`src/rtl/ttpu_pkg.sv`:
```
// Shared TTPU types: fp16 container, MAC sequencer FSM states and fp16 constants.
package ttpu_pkg;

  typedef logic [15:0] fp16_t;

  typedef enum logic [2:0] {
    IDLE,
    FETCH,
    MUL,
    ADD,
    DONE
  } mac_seq_state_t;

  localparam fp16_t FP16_ZERO = 16'h0000;
  localparam fp16_t FP16_ONE  = 16'h3C00;

endpackage

```
`src/rtl/lat_timer.sv`:
```
// Load/clear down-counter with terminal-count flag; times fixed-latency unit waits.
module lat_timer #(
  parameter int unsigned W = 2
) (
  input  logic         clk,
  input  logic         reset,
  input  logic         clear,
  input  logic         load,
  input  logic [W-1:0] load_val,
  input  logic         en,
  output logic         tc
);

  logic [W-1:0] cnt;

  always_ff @(posedge clk) begin
    if (reset || clear) begin
      cnt <= '0;
    end else if (load) begin
      cnt <= load_val;
    end else if (en && (cnt != '0)) begin
      cnt <= cnt - W'(1);
    end
  end

  assign tc = (cnt == '0);

endmodule

```
`src/rtl/mac_sequencer.sv`:
```
// Dot-product sequencer: pulls operand pairs, times the external fp16 multiplier
// and adder by their fixed latencies, and returns the accumulated sum.
module mac_sequencer
  import ttpu_pkg::*;
#(
  parameter int unsigned MUL_LAT = 2,
  parameter int unsigned ADD_LAT = 4,
  parameter int unsigned LEN_W   = 8
) (
  input  logic             clk,
  input  logic             reset,
  input  logic             job_valid,
  output logic             job_ready,
  input  logic [LEN_W-1:0] job_len,
  input  logic             op_valid,
  output logic             op_ready,
  input  logic [15:0]      op_a,
  input  logic [15:0]      op_b,
  output logic             mul_en,
  output logic [15:0]      mul_a,
  output logic [15:0]      mul_b,
  input  logic [15:0]      mul_result,
  output logic             add_en,
  output logic [15:0]      add_a,
  output logic [15:0]      add_b,
  input  logic [15:0]      add_result,
  output logic             res_valid,
  input  logic             res_ready,
  output logic [15:0]      res_data,
  output logic             busy
);

  localparam int unsigned MAX_LAT = (MUL_LAT > ADD_LAT) ? MUL_LAT : ADD_LAT;
  localparam int unsigned CNT_W   = (MAX_LAT > 1) ? $clog2(MAX_LAT) : 1;

  mac_seq_state_t   state, state_next;
  fp16_t            acc, prod;
  logic [LEN_W-1:0] remaining;

  logic             tmr_load;
  logic [CNT_W-1:0] tmr_val;
  logic             tmr_tc;

  // Reloading on the state-entry edge makes the timer expire on the
  // LAT-th cycle spent in MUL/ADD, matching an up-count to LAT-1.
  lat_timer #(.W(CNT_W)) u_timer (
    .clk      (clk),
    .reset    (reset),
    .clear    (state == IDLE),
    .load     (tmr_load),
    .load_val (tmr_val),
    .en       ((state == MUL) || (state == ADD)),
    .tc       (tmr_tc)
  );

  always_ff @(posedge clk) begin
    if (reset) begin
      state <= IDLE;
    end else begin
      state <= state_next;
    end
  end

  always_comb begin
    state_next = state;
    job_ready  = 1'b0;
    op_ready   = 1'b0;
    res_valid  = 1'b0;
    mul_en     = 1'b0;
    add_en     = 1'b0;
    tmr_load   = 1'b0;
    tmr_val    = '0;
    unique case (state)
      IDLE: begin
        job_ready = 1'b1;
        if (job_valid) begin
          state_next = (job_len == '0) ? DONE : FETCH;
        end
      end
      FETCH: begin
        op_ready = 1'b1;
        if (op_valid) begin
          state_next = MUL;
          tmr_load   = 1'b1;
          tmr_val    = CNT_W'(MUL_LAT - 1);
        end
      end
      MUL: begin
        mul_en = 1'b1;
        if (tmr_tc) begin
          state_next = ADD;
          tmr_load   = 1'b1;
          tmr_val    = CNT_W'(ADD_LAT - 1);
        end
      end
      ADD: begin
        add_en = 1'b1;
        if (tmr_tc) begin
          state_next = (remaining == LEN_W'(1)) ? DONE : FETCH;
        end
      end
      DONE: begin
        res_valid = 1'b1;
        if (res_ready) begin
          state_next = IDLE;
        end
      end
      default: state_next = IDLE;
    endcase
  end

  always_ff @(posedge clk) begin
    if (reset) begin
      acc       <= FP16_ZERO;
      prod      <= FP16_ZERO;
      mul_a     <= FP16_ZERO;
      mul_b     <= FP16_ZERO;
      remaining <= '0;
    end else begin
      unique case (state)
        IDLE: begin
          if (job_valid) begin
            acc       <= FP16_ZERO;
            remaining <= job_len;
          end
        end
        FETCH: begin
          if (op_valid) begin
            mul_a <= op_a;
            mul_b <= op_b;
          end
        end
        MUL: begin
          if (tmr_tc) begin
            prod <= mul_result;
          end
        end
        ADD: begin
          if (tmr_tc) begin
            acc       <= add_result;
            remaining <= remaining - LEN_W'(1);
          end
        end
        default: ;
      endcase
    end
  end

  assign add_a    = prod;
  assign add_b    = acc;
  assign res_data = acc;
  assign busy     = (state != IDLE);

endmodule

```
`config.mk`:
```
export PLATFORM = sky130hd
export DESIGN_NAME = mac_sequencer
export DESIGN_NICKNAME = d
export VERILOG_FILES = /design/src/rtl/ttpu_pkg.sv /design/src/rtl/lat_timer.sv /design/src/rtl/mac_sequencer.sv
export SDC_FILE = /design/constraint.sdc
export NUM_CORES = 1
export LEC_CHECK = 0
export ABC_AREA = 1
export CORE_MARGIN = 1
export CORE_UTILIZATION = 40
export DETAILED_ROUTE_END_ITERATION = 6
export HOLD_SLACK_MARGIN = 0.03
export PLACE_DENSITY = 0.79
export RECOVER_POWER = 50
export SYNTH_ARGS = -nofsm -noshare
export SYNTH_HDL_FRONTEND = slang
export SYNTH_SLANG_ARGS = --single-unit
export TNS_END_PERCENT = 20
```
`constraint.sdc`:
```
create_clock -name clk -period 2.7 [get_ports clk]
set_clock_uncertainty 0.15 [all_clocks]
set_input_delay 0.54 -clock clk [delete_from_list [all_inputs] [get_ports clk]]
set_output_delay 0.54 -clock clk [all_outputs]
set_load 0.01 [all_outputs]
```
==> impl_metrics.yaml <==
pwr:
  cellPowerDensity_mw_per_mm2: 737
  vdd_drop_max_mv: 0.324
  p_total_uw: 3710
  leakage_uw: 0.00205
worst_hold_path:
  holdPathEnd: "mul_b[8]$_SDFFE_PP0P_"
  hold_depth: 2
  hp-start: "mul_b[8]$_SDFFE_PP0P_"
  hold_class: "flop to flop"
detailed_routing:
  vias: 3439
  drc: 0
  routedWlPerCell_um: 13.4
  via_per_inst: 4.93
  dr.pass1.iters: 4
  drt-initial-drc-count: 89
  wirelength_um: 9370
  detail-route-antenna-nets: 0
critical_path:
  critPathMaxFanout: 5
  slowest_stage: "clkdlybuf4s50_1"
  required_ns: 2.01
  reg2reg_to: "add_a[10]$_SDFFE_PP0P_"
  setup.worst_path.start_class: "flop"
  crit_type: "flop to output pin"
  max_stage_delay_ns: 0.54
  cp_cell_sequence: "inv_1, nor2_2, nand2_1, inv_2, clkdlybuf4s50_1"
  rrSetupSlack_ns: 0.52
  end_kind: "output pin"
  r2r_start: "state[1]$_SDFFE_PP0P_"
  cp.buffers_inverters: 3
  ff2ff_path_depth: 8
  cp.arrival_ns: 1.80
  critical-path-top-delay-family: "buffers and inverters"
final_layout:
  area_growth_pct: 52.9
  layout.nets: 671
  diodes: 0
  final_cells: 698
  drive_gt1_share_pct: 5.37
synth:
  avgSynthCellArea_um2: 7.27
  yosysWarnings: 0
  synth_area_mm2: 0.00329
  synth.distinct_cells: 22
  synthCells: 453
  ys_seq_area_share_pct: 46.8
  ys_ff_latch: 77
  syn_nets: 533
placement:
  port_buffers: 162
  dpl.hpwl_um: 6720
  gp_congestion: 0.831
  pre_cts_ws_ns: 0.578
  placed_cells: 682
global_routing:
  grt_antenna_before_repair: 0
  first_global_vias: 3283
  grt_max_degree: 55
  grt_pass1_wl_um: 14900
  grt_overflow: 0
  grt_use_total_pct: 21.6
die:
  die_height_um: 92.7
  die-area_mm2: 0.00860
  rows: 32
  io_pins: 163
  fp.dieW_um: 92.7
  initial_core_util_pct: 41.9
  coreArea_mm2: 0.00785
clock_tree:
  htreeDepth: 3
  cts_root_buffer: "clkbuf_8"
  cts_hold_buffers: 0
  cts_tree: "yes"
  cts_made_buffers: 9
  clk_pin_slew_ns: 0.08
  cts_sinks: 77
  clock_latency_ns: 0.34
  max-clock-path-buffers: 2
  cts_setup_buffers: 0
  ctsResizeCount: 0
sta:
  rsz0062_at_grt: "no"
  period_minus_slack_ns: 2.49
  holdWs_ns: 0.312
  maxSlewViolCount: 0
  max_freq_mhz: 401
  hold_violations: 0
  worst_pin_slew_ns: 0.601
  finalSetupViolations: 0
  slew_headroom_pct: 59.9
  period_share_pct: 92.4
  final.setup.tns_ns: 0
  fin_ws_ns: 0.206
run:
  max_cap_violations: 0
run_status:
  outcome: "finished clean"
[metal layers]
metal  vias up  GRT usage [%]  part of all wire, %
li1       1746              -                    -
met1      1549           24.3                   41
met2       124           38.1                   49
met3        20           5.50                  6.8
met4         0           10.0                  2.6
met5         -              0                    0
[synthesized netlist by cell type]
| library cell | count | area, um^2 |
|---|---|---|
| buf_6 | 2 | 22.5 |
| inv_2 | 6 | 22.5 |
| nand3_2 | 2 | 20.0 |
| nand3_1 | 59 | 295 |
| nor3_1 | 4 | 20.0 |
| dfxtp_1 | 77 | 1540 |
| a21oi_1 | 58 | 290 |
| clkbuf_1 | 17 | 63.8 |
| nand2_1 | 93 | 349 |
| a31oi_1 | 1 | 6.26 |
| nor3_2 | 1 | 10.0 |
| nand2_2 | 1 | 6.26 |
| nand4_1 | 4 | 25.0 |
| buf_1 | 2 | 7.51 |
| buf_2 | 4 | 20.0 |
| nor2_1 | 54 | 203 |
| o21ai_0 | 26 | 130 |
| ha_1 | 3 | 37.5 |
| nor2_2 | 2 | 12.5 |
| inv_1 | 18 | 67.6 |
| and2_1 | 1 | 6.26 |
| buf_4 | 18 | 135 |
[worst max-delay path by stage]
stage | from | to | slack, ns | depth (start not counted)
floorplan | state[0]$_SDFFE_PP0P_ | op_ready | 1.05 | 3
global route | state[1]$_SDFFE_PP0P_ | mul_en | 0.07 | 5
global placement | op_valid | state[2]$_SDFFE_PP0P_ | 0.63 | 9
finish | state[1]$_SDFFE_PP0P_ | mul_en | 0.21 | 5
detailed placement | op_valid | state[2]$_SDFFE_PP0P_ | 0.58 | 9
CTS | state[1]$_SDFFE_PP0P_ | mul_en | 0.23 | 5
[logic make-up after synthesis]
group | after synthesis | synth area share (%)
and+or+nand+nor | 221 | 28.8
AOI/OAI and AO/OA | 85 | 13.0
DFF | 77 | 46.8
buffers and inverters | 67 | 10.3
adders and majority gates | 3 | 1.14
[final cells by class]
| cell class | instances | area, um^2 |
|---|---|---|
| Inverter | 24 | 90.1 |
| Sequential cell | 77 | 1540 |
| Multi-Input combinational cell | 309 | 1420 |
| Clock inverter | 5 | 33.8 |
| Timing Repair Buffer | 170 | 1690 |
| Clock buffer | 11 | 141 |
| Tap cell | 102 | 128 |
| Fill cell | 694 | 2810 |
[power by group]
part	leakage, uW	switching [uW]	internal, uW
combinational	0.00134	852	617
sequential	0.000625	129	1320
clock	0.0000857	435	360
total	0.00205	1420	2290
[sequential cells by signal, indices dropped and copies added, names as in the netlist]
name	count
add_a	16
add_b	16
mul_a	16
mul_b	16
remaining	8
state	3
u_timer.cnt	2
[worst register-to-register path, stage by stage, from the launching register on]
cell and delay (ns):
dfxtp_1 0.43, inv_1 0.15, nor2_2 0.17, nand2_1 0.11, inv_2 0.07, nand2_1 0.31
inv_1 0.53, nor2_1 0.10, nor2_1 0.11
[stage by stage]
stage	util, %	cell area, um^2
2_1_floorplan	-	3290
3_3_place_gp	62.0	4870
3_5_place_dp	62.0	4870
4_1_cts	64.2	5040
5_1_grt	64.2	5030
6_report	64.2	5030
[cell usage in the layout, fill, tap and decap left out, types with 2 or more instances in the layout]
cell type,n
o21ai_0,26
nand3_2,2
clkdlybuf4s50_1,98
buf_4,6
ha_1,3
dfxtp_1,77
nor3_1,4
nand2_1,94
dlygate4sd3_1,63
inv_2,4
a21oi_1,58
clkbuf_8,10
clkbuf_1,2
clkinv_2,2
clkinvlp_4,2
nor2_1,54
nor2_2,2
nand3_1,59
nand4_1,4
inv_1,20
No activity file was read; power rests on OpenSTA's default activity.
